`src/rtl/axi4_write_slave_mem.sv`:
```
// AXI4 write-channel slave backed by a word-addressed memory with a combinational debug read port.
// Single outstanding transaction; FIXED/INCR/WRAP bursts, byte strobes, BID echo, SLVERR on bad bursts.
module axi4_write_slave_mem #(
  parameter int DATA_W    = 32,
  parameter int ADDR_W    = 32,
  parameter int ID_W      = 4,
  parameter int MEM_DEPTH = 64
) (
  input  logic                         ACLK,
  input  logic                         ARESET,
  input  logic [ID_W-1:0]              AWID,
  input  logic [ADDR_W-1:0]            AWADDR,
  input  logic [7:0]                   AWLEN,
  input  logic [1:0]                   AWBURST,
  input  logic                         AWVALID,
  output logic                         AWREADY,
  input  logic [DATA_W-1:0]            WDATA,
  input  logic [DATA_W/8-1:0]          WSTRB,
  input  logic                         WLAST,
  input  logic                         WVALID,
  output logic                         WREADY,
  output logic [ID_W-1:0]              BID,
  output logic [1:0]                   BRESP,
  output logic                         BVALID,
  input  logic                         BREADY,
  input  logic [$clog2(MEM_DEPTH)-1:0] dbg_addr,
  output logic [DATA_W-1:0]            dbg_rdata
);

  localparam int STRB_W = DATA_W / 8;
  localparam int OFF    = $clog2(STRB_W);
  localparam int IDX_W  = ADDR_W - OFF;
  localparam int MEM_AW = $clog2(MEM_DEPTH);

  typedef enum logic [1:0] {
    S_IDLE = 2'd0,
    S_DATA = 2'd1,
    S_RESP = 2'd2
  } state_t;

  state_t                 state_q, state_nxt;

  logic [ID_W-1:0]        id_q;
  logic [IDX_W-1:0]       idx_q, idx_nxt, aw_idx, wrap_mask;
  logic [7:0]             len_q;
  logic [7:0]             beat_cnt_q;
  logic [1:0]             burst_q;
  logic                   err_q, err_nxt;

  logic                   awready_q, wready_q, bvalid_q;
  logic [1:0]             bresp_q;
  logic                   awready_nxt, wready_nxt, bvalid_nxt;
  logic [1:0]             bresp_nxt;

  logic                   aw_fire, w_fire, b_fire;
  logic                   last_beat, burst_bad, in_range, wr_en;

  logic [DATA_W-1:0]      mem [MEM_DEPTH];

  assign AWREADY = awready_q;
  assign WREADY  = wready_q;
  assign BVALID  = bvalid_q;
  assign BRESP   = bresp_q;
  assign BID     = id_q;

  assign aw_fire = AWVALID && awready_q;
  assign w_fire  = WVALID && wready_q;
  assign b_fire  = bvalid_q && BREADY;

  assign aw_idx    = IDX_W'(AWADDR >> OFF);
  assign last_beat = (beat_cnt_q == len_q);
  assign in_range  = (idx_q < IDX_W'(MEM_DEPTH));
  assign wrap_mask = IDX_W'(len_q);

  // Reserved burst type, or a WRAP whose length is not a power of two (2..16), writes nothing.
  assign burst_bad = (burst_q == 2'b11) ||
                     ((burst_q == 2'b10) &&
                      !((len_q == 8'd1) || (len_q == 8'd3) || (len_q == 8'd7) || (len_q == 8'd15)));

  // A reset edge must not land a stray beat in memory.
  assign wr_en = w_fire && in_range && !burst_bad && !ARESET;

  // State register
  always_ff @(posedge ACLK) begin
    if (ARESET) begin
      state_q <= S_IDLE;
    end else begin
      state_q <= state_nxt;
    end
  end

  // Next-state logic
  always_comb begin
    state_nxt = state_q;
    unique case (state_q)
      S_IDLE:  if (aw_fire)             state_nxt = S_DATA;
      S_DATA:  if (w_fire && last_beat) state_nxt = S_RESP;
      S_RESP:  if (b_fire)              state_nxt = S_IDLE;
      default:                          state_nxt = S_IDLE;
    endcase
  end

  // Output logic: handshake outputs are decoded from the next state and registered below.
  always_comb begin
    awready_nxt = (state_nxt == S_IDLE);
    wready_nxt  = (state_nxt == S_DATA);
    bvalid_nxt  = (state_nxt == S_RESP);
    bresp_nxt   = ((state_nxt == S_RESP) && err_nxt) ? 2'b10 : 2'b00;
  end

  always_ff @(posedge ACLK) begin
    if (ARESET) begin
      awready_q <= 1'b0;
      wready_q  <= 1'b0;
      bvalid_q  <= 1'b0;
      bresp_q   <= 2'b00;
    end else begin
      awready_q <= awready_nxt;
      wready_q  <= wready_nxt;
      bvalid_q  <= bvalid_nxt;
      bresp_q   <= bresp_nxt;
    end
  end

  // WRAP keeps the high index bits and rolls the low log2(AWLEN+1) bits.
  always_comb begin
    idx_nxt = idx_q;
    unique case (burst_q)
      2'b00:   idx_nxt = idx_q;
      2'b10:   idx_nxt = (idx_q & ~wrap_mask) | ((idx_q + IDX_W'(1)) & wrap_mask);
      default: idx_nxt = idx_q + IDX_W'(1);
    endcase
  end

  always_comb begin
    err_nxt = err_q;
    if (aw_fire) begin
      err_nxt = 1'b0;
    end else if (w_fire && ((WLAST != last_beat) || !in_range || burst_bad)) begin
      err_nxt = 1'b1;
    end
  end

  always_ff @(posedge ACLK) begin
    if (ARESET) begin
      id_q       <= '0;
      beat_cnt_q <= 8'd0;
      err_q      <= 1'b0;
    end else begin
      err_q <= err_nxt;
      if (aw_fire) begin
        id_q       <= AWID;
        idx_q      <= aw_idx;
        len_q      <= AWLEN;
        burst_q    <= AWBURST;
        beat_cnt_q <= 8'd0;
      end else if (w_fire) begin
        idx_q      <= idx_nxt;
        beat_cnt_q <= last_beat ? 8'd0 : beat_cnt_q + 8'd1;
      end
    end
  end

  // Memory: byte-lane writes, never reset
  always_ff @(posedge ACLK) begin
    if (wr_en) begin
      for (int i = 0; i < STRB_W; i++) begin
        if (WSTRB[i]) begin
          mem[idx_q[MEM_AW-1:0]][8*i +: 8] <= WDATA[8*i +: 8];
        end
      end
    end
  end

  assign dbg_rdata = mem[dbg_addr];

endmodule
```
`config.mk`:
```
export PLATFORM = sky130hd
export DESIGN_NAME = axi4_write_slave_mem
export DESIGN_NICKNAME = d
export VERILOG_FILES = /design/src/rtl/axi4_write_slave_mem.sv
export SDC_FILE = /design/constraint.sdc
export NUM_CORES = 2
export LEC_CHECK = 0
export CAP_MARGIN = 20
export CORE_MARGIN = 2
export CORE_UTILIZATION = 30
export CTS_CLUSTER_DIAMETER = 30
export DETAILED_ROUTE_END_ITERATION = 6
export GPL_ROUTABILITY_DRIVEN = 0
export PLACE_DENSITY = 0.5
export SLEW_MARGIN = 20
export SYNTH_ARGS = -nofsm -noshare
export SYNTH_HDL_FRONTEND = slang
export SYNTH_SLANG_ARGS = --single-unit
export TNS_END_PERCENT = 50
```
`constraint.sdc`:
```
create_clock -name ACLK -period 8 [get_ports ACLK]
set_clock_uncertainty 0.15 [all_clocks]
set_input_delay 1.6 -clock ACLK [delete_from_list [all_inputs] [get_ports ACLK]]
set_output_delay 1.6 -clock ACLK [all_outputs]
set_load 0.02 [all_outputs]
```
==> impl_metrics.yaml <==
floorplanning:
  dieArea_um2: 278000
  ioPinCount: 135
  initial_core_util_pct: 30.1
  fp.coreArea_um2: 273000
  rows: 192
  dieWidth_um: 528
  dieHeight_um: 528
setup_path:
  crit_path_start_kind: "input port"
  crit_type: "in -> out"
  crit_fanout: 33
  critPathCaptureType: "output port"
  r2r-end: "mem[42][23]"
  crit_arrival_ns: 4.99
  reg2reg_depth: 3
  cp.required_ns: 6.25
  r2r_setup_slack_ns: 3.59
synthesis:
  ys.warnings.count: 0
  synth_cell_type_count: 57
  syn-instance-count: 4033
  syn_area_um2: 82300
  ys_async_sr_fraction_pct: 0
  synth_seq_cells: 2107
  synth_edf_count: 2088
  ys_seq_area_share_pct: 76.7
  synth-main-ff-cell: "edfxtp_1"
  synth_nets: 4129
  avgSynthCellArea_um2: 20.4
power_and_ir_drop:
  switching_share_pct: 21.2
  p_seq_share_pct: 39.7
  p_leak_uw: 0.0319
  clock_power_share_pct: 56.3
  intPower_uw: 24200
  ir_worst_vdd_mv: 0.236
  p_comb_share_pct: 3.9
  powerDensity_nw_per_um2: 301
  power.net_switching_uw: 6510
clocking:
  path_clk_slew_ns: 0.04
  cts_buffers: 434
  cts_num_sinks: 2107
  post_cts_buffers: 0
  cts-resized-gates: 0
  cts.htree.levels: 5
  cts_root_buf: "clkbuf_16"
  cts_buffer_depth: 4
  insertion_delay_ns: 0.99
  hold_buffers: 0
  cts_tree: "yes"
sta:
  rsz0062_at_grt: "no"
  max_slew_margin_pct: 19.8
  hold_viol_final: 0
  drv_slew: 0
  finalCriticalPeriod_ns: 6.74
  finalSetupTns_ns: 0
  finalSetupViolCount: 0
  layout_worst_path_cycle_share_pct: 84.2
  tightest_slew_ns: 1.20
  fin_ws_ns: 1.26
  clock.fmax_mhz: 148
route:
  via_per_inst: 5.11
  postRouteAntennaNets: 0
  drc_errors: 0
  routed_wl_um: 244000
  routedWlPerCell_um: 29.0
  drtPass1Iterations: 7
  drt-initial-drc-count: 4649
  dr_total_vias: 43000
placement:
  port_buffers: 131
  hpwlAfterDp_um: 150000
  pre_cts_slack_ns: 1.24
finish:
  drive_above_1_share_pct: 27.8
  num-nets-final: 4554
  layout_commonest_cell: "edfxtp_1"
  multiInputGateArea_um2: 17900
  fin_util_pct: 37.3
  seq_area_um2: 63100
  nFillCells: 24800
  synthToLayoutAreaGrowth_pct: 23.8
  layout_common_cells: "edfxtp_1 (2088), mux4_2 (487), clkbuf_16 (438), nor2_1 (292), nand2_1 (178)"
global_route:
  grt.overflow.total: 0
  grt_pass1_wl_um: 341000
  antenna_found_initial: 16
  track_usage_pct: 17.3
  grt_pass1_vias: 44000
  grt_max_degree: 65
min_path:
  hp-class: "reg -> reg"
  hold_end: "BID[0]"
  holdPathStages: 2
  hold_path_startpoint: "BID[0]"
run:
  maxCapViolations: 0
outcome:
  outcome: "finished clean"
==> power groups by stage <==
stage / Combinational [uW] / Sequential [uW] / Clock, uW
6_report: 1210 / 12200 / 17300
3_5_place_dp: 1220 / 12400 / 0
4_1_cts: 1220 / 12200 / 17500
2_1_floorplan: 588 / 12400 / 0
3_3_place_gp: 1210 / 12400 / 0
5_1_grt: 1280 / 12200 / 18100
==> cell families after synthesis <==
group,share of synthesized area [%]
DFF,76.7
muxes,14.3
adders and majority gates,0.0304
and+or+nand+nor,4.26
other,0.00456
AOI/OAI and AO/OA,2.70
buffers and inverters,1.62
xor gates and xnor gates,0.458
==> stage by stage <==
stage,hold slack [ns],std cells,area (um^2),power (uW)
CTS,0.308,8394,102000,30900
floorplan,0.272,4033,82300,13000
detailed placement,0.304,7611,87700,13600
global route,0.343,8396,102000,31500
finish,0.307,8407,102000,30700
global placement,0.290,7611,87700,13600
==> per-layer routing <==
| layer | GRT usage (%) | routed length [um] | up-vias |
|---|---|---|---|
| met3 | 4.78 | 20700 | 425 |
| met2 | 26.3 | 112000 | 1820 |
| met1 | 23.7 | 104000 | 23000 |
| li1 | - | - | 17800 |
| met5 | 0 | 28 | - |
| met4 | 6.04 | 7620 | 4 |
==> worst max path at each step <==
stage / from / end / depth (start not counted) / slack, ns
final: dbg_addr[3] / dbg_rdata[27] / 6 / 1.26
after floorplan: dbg_addr[1] / dbg_rdata[23] / 9 / 2.72
after global placement: dbg_addr[3] / dbg_rdata[27] / 6 / 1.25
after detailed placement: dbg_addr[3] / dbg_rdata[27] / 6 / 1.24
after CTS: dbg_addr[3] / dbg_rdata[27] / 6 / 1.21
after global routing: dbg_addr[3] / dbg_rdata[3] / 8 / 1.28
==> flip-flops by register name, indices dropped and copies added (netlist names), named ones only <==
register / cells
len_q: 8
BID: 4
AWREADY: 1
state_q: 2
BRESP: 1
idx_q: 23
WREADY: 1
err_q: 1
beat_cnt_q: 8
burst_q: 2
mem: 2048
BVALID: 1
==> final cells by class <==
cell class	instances	area share, %
clock buffers	486	10.9
multi-input cells	1679	17.6
repair buffers	233	2.15
clock inverters	297	2.98
flip-flops and latches	2107	61.9
well taps	3589	4.41
diodes	13	0.0319
inverters	3	0.0111
==> worst max-delay path: stages <==
cell,delay [ns]
buf_4,0.47
nand2b_1,0.96
o22ai_1,0.37
o21ai_0,0.54
and3_1,0.35
clkdlybuf4s50_1,0.65
==> synth_stat cells (22+ instances only) <==
cell type / count / area share, %
and3_1: 34 / 0.26
mux4_2: 487 / 13
buf_2: 80 / 0.49
buf_4: 22 / 0.20
o221ai_1: 47 / 0.50
nand2_1: 178 / 0.81
buf_6: 30 / 0.41
edfxtp_1: 2088 / 76
mux2i_1: 51 / 0.62
nand3_1: 65 / 0.40
nor2b_1: 37 / 0.28
a22oi_1: 55 / 0.50
a211oi_1: 31 / 0.28
o22ai_1: 63 / 0.48
xor2_1: 26 / 0.28
nand4_1: 69 / 0.52
mux2_2: 23 / 0.31
a21oi_1: 26 / 0.16
clkbuf_1: 100 / 0.46
nor2_1: 294 / 1.3
o21ai_0: 48 / 0.29
(Power assumes the default switching activity.)
